==> config.mk <==
export PLATFORM = sky130hd
export DESIGN_NAME = multicycle_ctrl
export DESIGN_NICKNAME = d
export VERILOG_FILES = /design/src/rtl/cpu_ctrl_pkg.sv /design/src/rtl/ctrl_decode.sv /design/src/rtl/multicycle_ctrl.sv
export SDC_FILE = /design/constraint.sdc
export NUM_CORES = 1
export LEC_CHECK = 0
export CAP_MARGIN = 10
export CORE_MARGIN = 1
export CORE_UTILIZATION = 50
export CTS_CLUSTER_DIAMETER = 80
export DETAILED_ROUTE_END_ITERATION = 10
export HOLD_SLACK_MARGIN = 0.02
export PLACE_DENSITY_LB_ADDON = 0.25
export SYNTH_ARGS = -nofsm -noshare
export SYNTH_HDL_FRONTEND = slang
export SYNTH_SLANG_ARGS = --single-unit
==> constraint.sdc <==
create_clock -name clk -period 2.8 [get_ports clk]
set_input_delay 0.84 -clock clk [delete_from_list [all_inputs] [get_ports clk]]
set_output_delay 0.84 -clock clk [all_outputs]
set_load 0.05 [all_outputs]
==> src/rtl/cpu_ctrl_pkg.sv <==
// Shared encodings for the multi-cycle CPU control path: opcodes, FSM states,
// instruction classes and datapath mux selects.
package cpu_ctrl_pkg;

  localparam logic [5:0] OP_RTYPE = 6'b000000;
  localparam logic [5:0] OP_J     = 6'b000010;
  localparam logic [5:0] OP_JAL   = 6'b000011;
  localparam logic [5:0] OP_BEQ   = 6'b000100;
  localparam logic [5:0] OP_BNE   = 6'b000101;
  localparam logic [5:0] OP_ADDI  = 6'b001000;
  localparam logic [5:0] OP_XORI  = 6'b001110;
  localparam logic [5:0] OP_LW    = 6'b100011;
  localparam logic [5:0] OP_SW    = 6'b101011;

  localparam logic [5:0] FN_JR  = 6'b001000;
  localparam logic [5:0] FN_ADD = 6'b100000;
  localparam logic [5:0] FN_SUB = 6'b100010;
  localparam logic [5:0] FN_SLT = 6'b101010;

  typedef enum logic [3:0] {
    ST_FETCH    = 4'd0,
    ST_DECODE   = 4'd1,
    ST_EXEC_R   = 4'd2,
    ST_WB_R     = 4'd3,
    ST_EXEC_I   = 4'd4,
    ST_WB_I     = 4'd5,
    ST_MEM_ADDR = 4'd6,
    ST_MEM_RD   = 4'd7,
    ST_WB_MEM   = 4'd8,
    ST_MEM_WR   = 4'd9,
    ST_BRANCH   = 4'd10,
    ST_JUMP     = 4'd11,
    ST_TRAP     = 4'd12
  } state_t;

  typedef enum logic [3:0] {
    CLS_R_ALU,
    CLS_JR,
    CLS_LW,
    CLS_SW,
    CLS_BEQ,
    CLS_BNE,
    CLS_J,
    CLS_JAL,
    CLS_ADDI,
    CLS_XORI,
    CLS_ILLEGAL
  } instr_class_t;

  localparam logic [1:0] PC_SRC_PC4    = 2'b00;
  localparam logic [1:0] PC_SRC_BRANCH = 2'b01;
  localparam logic [1:0] PC_SRC_JUMP   = 2'b10;
  localparam logic [1:0] PC_SRC_REG    = 2'b11;

  localparam logic [1:0] REG_DST_RT = 2'b00;
  localparam logic [1:0] REG_DST_RD = 2'b01;
  localparam logic [1:0] REG_DST_RA = 2'b10;

  localparam logic [1:0] M2R_ALU = 2'b00;
  localparam logic [1:0] M2R_MEM = 2'b01;
  localparam logic [1:0] M2R_PC4 = 2'b10;

  localparam logic [1:0] SRCB_RT   = 2'b00;
  localparam logic [1:0] SRCB_SEXT = 2'b01;
  localparam logic [1:0] SRCB_ZEXT = 2'b10;

  localparam logic [2:0] ALU_ADD = 3'b000;
  localparam logic [2:0] ALU_SUB = 3'b001;
  localparam logic [2:0] ALU_XOR = 3'b010;
  localparam logic [2:0] ALU_SLT = 3'b011;

  typedef struct packed {
    logic       pc_we;
    logic [1:0] pc_src;
    logic       ir_we;
    logic       mem_re;
    logic       mem_we;
    logic       iord;
    logic       reg_we;
    logic [1:0] reg_dst;
    logic [1:0] mem_to_reg;
    logic [1:0] alu_src_b;
    logic [2:0] alu_op;
  } ctrl_t;

  // First state after DECODE for each instruction class.
  function automatic state_t class_to_state(input instr_class_t cls);
    case (cls)
      CLS_R_ALU:         return ST_EXEC_R;
      CLS_JR:            return ST_JUMP;
      CLS_LW, CLS_SW:    return ST_MEM_ADDR;
      CLS_BEQ, CLS_BNE:  return ST_BRANCH;
      CLS_J, CLS_JAL:    return ST_JUMP;
      CLS_ADDI, CLS_XORI: return ST_EXEC_I;
      default:           return ST_TRAP;
    endcase
  endfunction

endpackage

==> src/rtl/ctrl_decode.sv <==
// Combinational instruction classifier: {opcode, funct} -> instruction class
// and the ALU operation the execute state should request.
module ctrl_decode
  import cpu_ctrl_pkg::*;
(
  input  logic [5:0]   opcode,
  input  logic [5:0]   funct,
  output instr_class_t cls,
  output logic [2:0]   alu_op
);

  always_comb begin
    cls    = CLS_ILLEGAL;
    alu_op = ALU_ADD;
    case (opcode)
      OP_RTYPE: begin
        case (funct)
          FN_ADD: begin
            cls    = CLS_R_ALU;
            alu_op = ALU_ADD;
          end
          FN_SUB: begin
            cls    = CLS_R_ALU;
            alu_op = ALU_SUB;
          end
          FN_SLT: begin
            cls    = CLS_R_ALU;
            alu_op = ALU_SLT;
          end
          FN_JR:   cls = CLS_JR;
          default: cls = CLS_ILLEGAL;
        endcase
      end
      OP_LW:   cls = CLS_LW;
      OP_SW:   cls = CLS_SW;
      OP_BEQ: begin
        cls    = CLS_BEQ;
        alu_op = ALU_SUB;
      end
      OP_BNE: begin
        cls    = CLS_BNE;
        alu_op = ALU_SUB;
      end
      OP_J:    cls = CLS_J;
      OP_JAL:  cls = CLS_JAL;
      OP_ADDI: cls = CLS_ADDI;
      OP_XORI: begin
        cls    = CLS_XORI;
        alu_op = ALU_XOR;
      end
      default: cls = CLS_ILLEGAL;
    endcase
  end

endmodule

==> src/rtl/multicycle_ctrl.sv <==
// Multi-cycle MIPS-subset control FSM: holds the state register, latches the
// decoded instruction class in DECODE and drives datapath controls from state.
module multicycle_ctrl
  import cpu_ctrl_pkg::*;
#(
  parameter int USE_MEM_READY = 1,
  parameter int STATE_W       = 4
) (
  input  logic               clk,
  input  logic               reset,
  input  logic [5:0]         opcode,
  input  logic [5:0]         funct,
  input  logic               zero,
  input  logic               mem_ready,
  output logic               pc_we,
  output logic [1:0]         pc_src,
  output logic               ir_we,
  output logic               mem_re,
  output logic               mem_we,
  output logic               iord,
  output logic               reg_we,
  output logic [1:0]         reg_dst,
  output logic [1:0]         mem_to_reg,
  output logic [1:0]         alu_src_b,
  output logic [2:0]         alu_op,
  output logic               illegal,
  output logic [STATE_W-1:0] state
);

  state_t       state_q, state_d;
  instr_class_t cls_q, cls_d;
  logic [2:0]   alu_op_q, alu_op_d;
  logic         illegal_q, illegal_d;

  instr_class_t dec_cls;
  logic [2:0]   dec_alu_op;
  logic         mem_ok;
  ctrl_t        ctrl;

  ctrl_decode u_decode (
    .opcode (opcode),
    .funct  (funct),
    .cls    (dec_cls),
    .alu_op (dec_alu_op)
  );

  assign mem_ok = (USE_MEM_READY == 0) || mem_ready;

  always_comb begin
    state_d   = state_q;
    cls_d     = cls_q;
    alu_op_d  = alu_op_q;
    illegal_d = illegal_q;
    case (state_q)
      ST_FETCH: begin
        if (mem_ok) state_d = ST_DECODE;
      end
      ST_DECODE: begin
        // Class is captured here so later states do not depend on IR staying put.
        cls_d    = dec_cls;
        alu_op_d = dec_alu_op;
        state_d  = class_to_state(dec_cls);
        if (dec_cls == CLS_ILLEGAL) illegal_d = 1'b1;
      end
      ST_EXEC_R:   state_d = ST_WB_R;
      ST_WB_R:     state_d = ST_FETCH;
      ST_EXEC_I:   state_d = ST_WB_I;
      ST_WB_I:     state_d = ST_FETCH;
      ST_MEM_ADDR: state_d = (cls_q == CLS_SW) ? ST_MEM_WR : ST_MEM_RD;
      ST_MEM_RD: begin
        if (mem_ok) state_d = ST_WB_MEM;
      end
      ST_WB_MEM:   state_d = ST_FETCH;
      ST_MEM_WR: begin
        if (mem_ok) state_d = ST_FETCH;
      end
      ST_BRANCH:   state_d = ST_FETCH;
      ST_JUMP:     state_d = ST_FETCH;
      ST_TRAP: begin
        state_d   = ST_TRAP;
        illegal_d = 1'b1;
      end
      default:     state_d = ST_FETCH;
    endcase
  end

  always_ff @(posedge clk or posedge reset) begin
    if (reset) begin
      state_q   <= ST_FETCH;
      cls_q     <= CLS_ILLEGAL;
      alu_op_q  <= ALU_ADD;
      illegal_q <= 1'b0;
    end else begin
      state_q   <= state_d;
      cls_q     <= cls_d;
      alu_op_q  <= alu_op_d;
      illegal_q <= illegal_d;
    end
  end

  // Moore decode; FETCH completion and BRANCH pc_we also look at live inputs.
  always_comb begin
    ctrl = '0;
    case (state_q)
      ST_FETCH: begin
        ctrl.mem_re = 1'b1;
        ctrl.iord   = 1'b0;
        if (mem_ok) begin
          ctrl.ir_we  = 1'b1;
          ctrl.pc_we  = 1'b1;
          ctrl.pc_src = PC_SRC_PC4;
        end
      end
      ST_EXEC_R: begin
        ctrl.alu_src_b = SRCB_RT;
        ctrl.alu_op    = alu_op_q;
      end
      ST_WB_R: begin
        ctrl.reg_we     = 1'b1;
        ctrl.reg_dst    = REG_DST_RD;
        ctrl.mem_to_reg = M2R_ALU;
      end
      ST_EXEC_I: begin
        ctrl.alu_src_b = (cls_q == CLS_XORI) ? SRCB_ZEXT : SRCB_SEXT;
        ctrl.alu_op    = alu_op_q;
      end
      ST_WB_I: begin
        ctrl.reg_we     = 1'b1;
        ctrl.reg_dst    = REG_DST_RT;
        ctrl.mem_to_reg = M2R_ALU;
      end
      ST_MEM_ADDR: begin
        ctrl.alu_src_b = SRCB_SEXT;
        ctrl.alu_op    = ALU_ADD;
      end
      ST_MEM_RD: begin
        ctrl.mem_re = 1'b1;
        ctrl.iord   = 1'b1;
      end
      ST_WB_MEM: begin
        ctrl.reg_we     = 1'b1;
        ctrl.reg_dst    = REG_DST_RT;
        ctrl.mem_to_reg = M2R_MEM;
      end
      ST_MEM_WR: begin
        ctrl.mem_we = 1'b1;
        ctrl.iord   = 1'b1;
      end
      ST_BRANCH: begin
        ctrl.alu_op    = ALU_SUB;
        ctrl.alu_src_b = SRCB_RT;
        ctrl.pc_src    = PC_SRC_BRANCH;
        ctrl.pc_we     = (cls_q == CLS_BEQ) ? zero : ~zero;
      end
      ST_JUMP: begin
        case (cls_q)
          CLS_J: begin
            ctrl.pc_we  = 1'b1;
            ctrl.pc_src = PC_SRC_JUMP;
          end
          CLS_JAL: begin
            ctrl.pc_we      = 1'b1;
            ctrl.pc_src     = PC_SRC_JUMP;
            ctrl.reg_we     = 1'b1;
            ctrl.reg_dst    = REG_DST_RA;
            ctrl.mem_to_reg = M2R_PC4;
          end
          CLS_JR: begin
            ctrl.pc_we  = 1'b1;
            ctrl.pc_src = PC_SRC_REG;
          end
          default: ;
        endcase
      end
      default: ;
    endcase
    // Reset silences every strobe at once, including a write in flight.
    if (reset) ctrl = '0;
  end

  assign pc_we      = ctrl.pc_we;
  assign pc_src     = ctrl.pc_src;
  assign ir_we      = ctrl.ir_we;
  assign mem_re     = ctrl.mem_re;
  assign mem_we     = ctrl.mem_we;
  assign iord       = ctrl.iord;
  assign reg_we     = ctrl.reg_we;
  assign reg_dst    = ctrl.reg_dst;
  assign mem_to_reg = ctrl.mem_to_reg;
  assign alu_src_b  = ctrl.alu_src_b;
  assign alu_op     = ctrl.alu_op;
  assign illegal    = illegal_q & ~reset;
  assign state      = reset ? '0 : STATE_W'(state_q);

endmodule

==> key figures <==
Final layout
  – Final nets: 223
  – P&R area growth vs syn: 61.9%
  – Layout Cells excl Fill: 234
  – Layout cells sized above 1: 0.286
  – Final Util: 0.861
  – Fillers: 124
  – ANT cells: 0

Placement
  – Gpl congestion: 0.925
  – Placed insts: ~230
  – HPWL Detailed: 2940 um
  – IO Port Bufs: 36

Timing
  – Layout Skew: 3.40 ps
  – Fmax: 369 MHz
  – Setup TNS: 0 ps
  – RSZ-0062 raised after global routing: false
  – Min Tclk post-route: about 2700 ps
  – Final hold vios: 0
  – Slew Limit Fails: 0
  – Final Cycle Share: 0.967
  – Slew HR: 0.500
  – Worst-Margin Slew: 744 ps
  – Hold Slack: 484 ps
  – Final setup fails: 0

Floorplan
  – DIE HEIGHT: 50.7 um
  – Core Region: 2230 sq um
  – Starting Density: 0.532
  – Die area: 2570 sq um
  – Die width: 50.7 um
  – Row count: 17
  – IO Pins: 38

Drt
  – Detailed-route wire length per cell: 17.0 um
  – DRT antenna net count: 0
  – Drt total wl: 3990 um
  – DRC viols: 0
  – Average via count per standard cell: 6.12
  – Initial DRC count: 55
  – Initial DRT Pass Iterations: 4
  – Via Count: 1433

Clock network
  – CTS Buf Count: 3
  – Clock Sinks: 11
  – Latest clock arrival within the worst-skew pair: 270 ps
  – Max clock buf depth: 2
  – Worst-path clk slew: 70 ps
  – # H-tree levels: 1
  – TritonCTS clock tree: built
  – Setup bufs post-CTS: 0
  – CTS root buf: clkbuf_4

Pwr
  – Switching part of the total power: 0.516
  – Sequential power share: 0.235
  – Clock power share: 0.082
  – Peak VDD IR: 0.676 mV
  – Power per Cell Area: 686 nW/um^2
  – P_leak: 0.771 nW
  – Comb power frac: 0.682
  – Total power: 1.32 mW
  – P_int: 0.638 mW
  – P_sw: 0.680 mW

Worst hold path
  – HP Class: flip-flop to flip-flop

Logic synthesis
  – Post-synth ARST share: 1.00
  – Flops & latches, synth: 11
  – Share of the synthesized area in the top cell type: 0.190
  – Synthesized instance count: 166
  – Distinct cells, synth: 49
  – EDFF count, synth: 0
  – Cell area after synthesis: 1190 sq um
  – Top cells by area, synth: dfrtp_1 19%, nor2_1 6.6%, nand2_1 5.7%, o21ai_0 5.1%, nor3_1 4.6%
  – Sequential-to-total area share from yosys stat: 0.234
  – Syn_area_per_cell: 7.15 sq um
  – Yosys Warn Count: 0
  – Most used DFF post-synth: dfrtp_1
  – Synth area leader: dfrtp_1
  – Syn nets: 182

Setup path
  – R2r setup slk: ~1000 ps
  – Critical path class: input port to primary output
  – Critical Path AT: 1870 ps
  – Largest stage delay, worst path: between 200 and 300 ps
  – CP Capture Type: primary output
  – CP bufs+invs: 3
  – CP max-delay cell: dlygate4sd2_1
  – CP top delay family: buffers and inverters
  – WP data required: 1960 ps
  – Worst path cell trace: dlygate4sd2_1, inv_1, nand2_1, nor2_1, buf_12
  – CP Max Fanout: 5
  – Startpoint Class: input port

Global route
  – Global-route wire length before repair: 6800 um
  – Number of global-route vias before repair: 1437
  – Initial antenna violation count: 0
  – Largest net degree at the start of global routing: 16
  – GR Util All Layers: 0.353
  – Gr ovfl total: 0

Status
  – Outcome: completed

Run
  – Maxcap violations: 0
## path summary, 6_finish.rpt
path                              from          end  cells after the start
max                              reset         iord                      5
min                        alu_op_q[0]  alu_op_q[0]                      2
max reg2reg                 state_q[3]  alu_op_q[0]                      4
min reg2reg                alu_op_q[0]  alu_op_q[0]                      2
max in group asynchronous        reset     cls_q[1]                      3
min in group asynchronous        reset     cls_q[2]                      3
## power by group through the flow
stage                     Combinational, mW  Sequential, mW  Clock (mW)
final                                 0.899           0.310       0.108
after global routing                  0.953           0.323       0.112
after CTS                             0.878           0.305       0.106
after detailed placement              0.848           0.305           0
after global placement                0.818           0.296           0
after floorplan                       0.574           0.264           0
## registers in the layout (all words and copies together), names as in the netlist
name       count
illegal_q      1
cls_q          4
state_q        4
alu_op_q       2
## per-layer routing
metal,wire (um),vias to the layer above,GRT usage
li1,-,672,-
met1,1480,670,0.379
met2,2090,80,0.651
met3,312,11,0.0788
met4,103,0,0.153
met5,0,-,0
## Yosys cell counts, types with 2 or more instances
library cell  number
inv_1              5
nand2b_1           4
buf_4              4
a211oi_1           2
a21oi_1            7
buf_2              8
dfrtp_1            9
and3_1             2
nor2_1            21
nor4_1             5
xor2_1             2
nand2_1           18
xnor2_1            3
a32oi_1            2
nor3_1            11
a31oi_1            3
nand3_1            6
clkbuf_1           2
or2_1              2
nor2b_1            5
o211ai_1           2
o21ai_0           12
dfstp_2            2
nor3b_1            3
nor4b_1            2
## cells by family (layout without fill, tap and decap cells)
family	Yosys count	after routing	share of synthesized area
and+or+nand+nor	88	88	0.394
buffers and inverters	20	60	0.0864
other	1	1	0.00316
muxes	2	2	0.0179
xor gates and xnor gates	5	5	0.0369
DFF	11	11	0.234
AOI/OAI and AO/OA	39	39	0.228
## cells in the final DEF, fill, tap and decap left out, drive strengths merged, types with 2 or more instances in the layout
cell	count
xor2	2
buf	35
nand3	6
and3	2
dfrtp	9
a21oi	7
nor2	22
nor4b	2
inv	6
dfstp	2
clkdlybuf4s50	12
nor3	12
nor2b	5
clkbuf	4
a31oi	3
nand2b	4
nor4	5
o211ai	3
o21a	2
xnor2	3
a32oi	2
a211oi	2
dlygate4sd2	2
nor3b	3
nand2	19
or2	2
o21ai	12
## metrics by stage
step	instance area (sq um)	setup WS, ps
floorplan	1220	-194
global placement	1850	-88.3
CTS	1920	13.5
detailed placement	1850	-158
finish	1920	91.8
global route	1920	40.9
## worst min-delay path, stage by stage, from the launching register on
cell and delay (ps):
dfrtp_1 350, nand2_1 50, nand2_1 50
## cell type report
| cell class | count | area, sq um | share of cell area |
|---|---|---|---|
| repair buffers | 50 | 677 | 0.352 |
| clock buffers | 4 | 26.3 | 0.0137 |
| inverters | 6 | 25.0 | 0.0130 |
| well taps | 28 | 35.0 | 0.0182 |
| flip-flops and latches | 11 | 279 | 0.145 |
| multi-input cells | 135 | 880 | 0.458 |
## timing repair
item                                    4_1_cts  5_1_grt
gates cloned                                  1        0
resized for setup                            10        3
hold buffers                                  0        0
pin swaps                                     4        1
endpoints found under the setup margin       10        2
(Power assumes the default switching activity.)
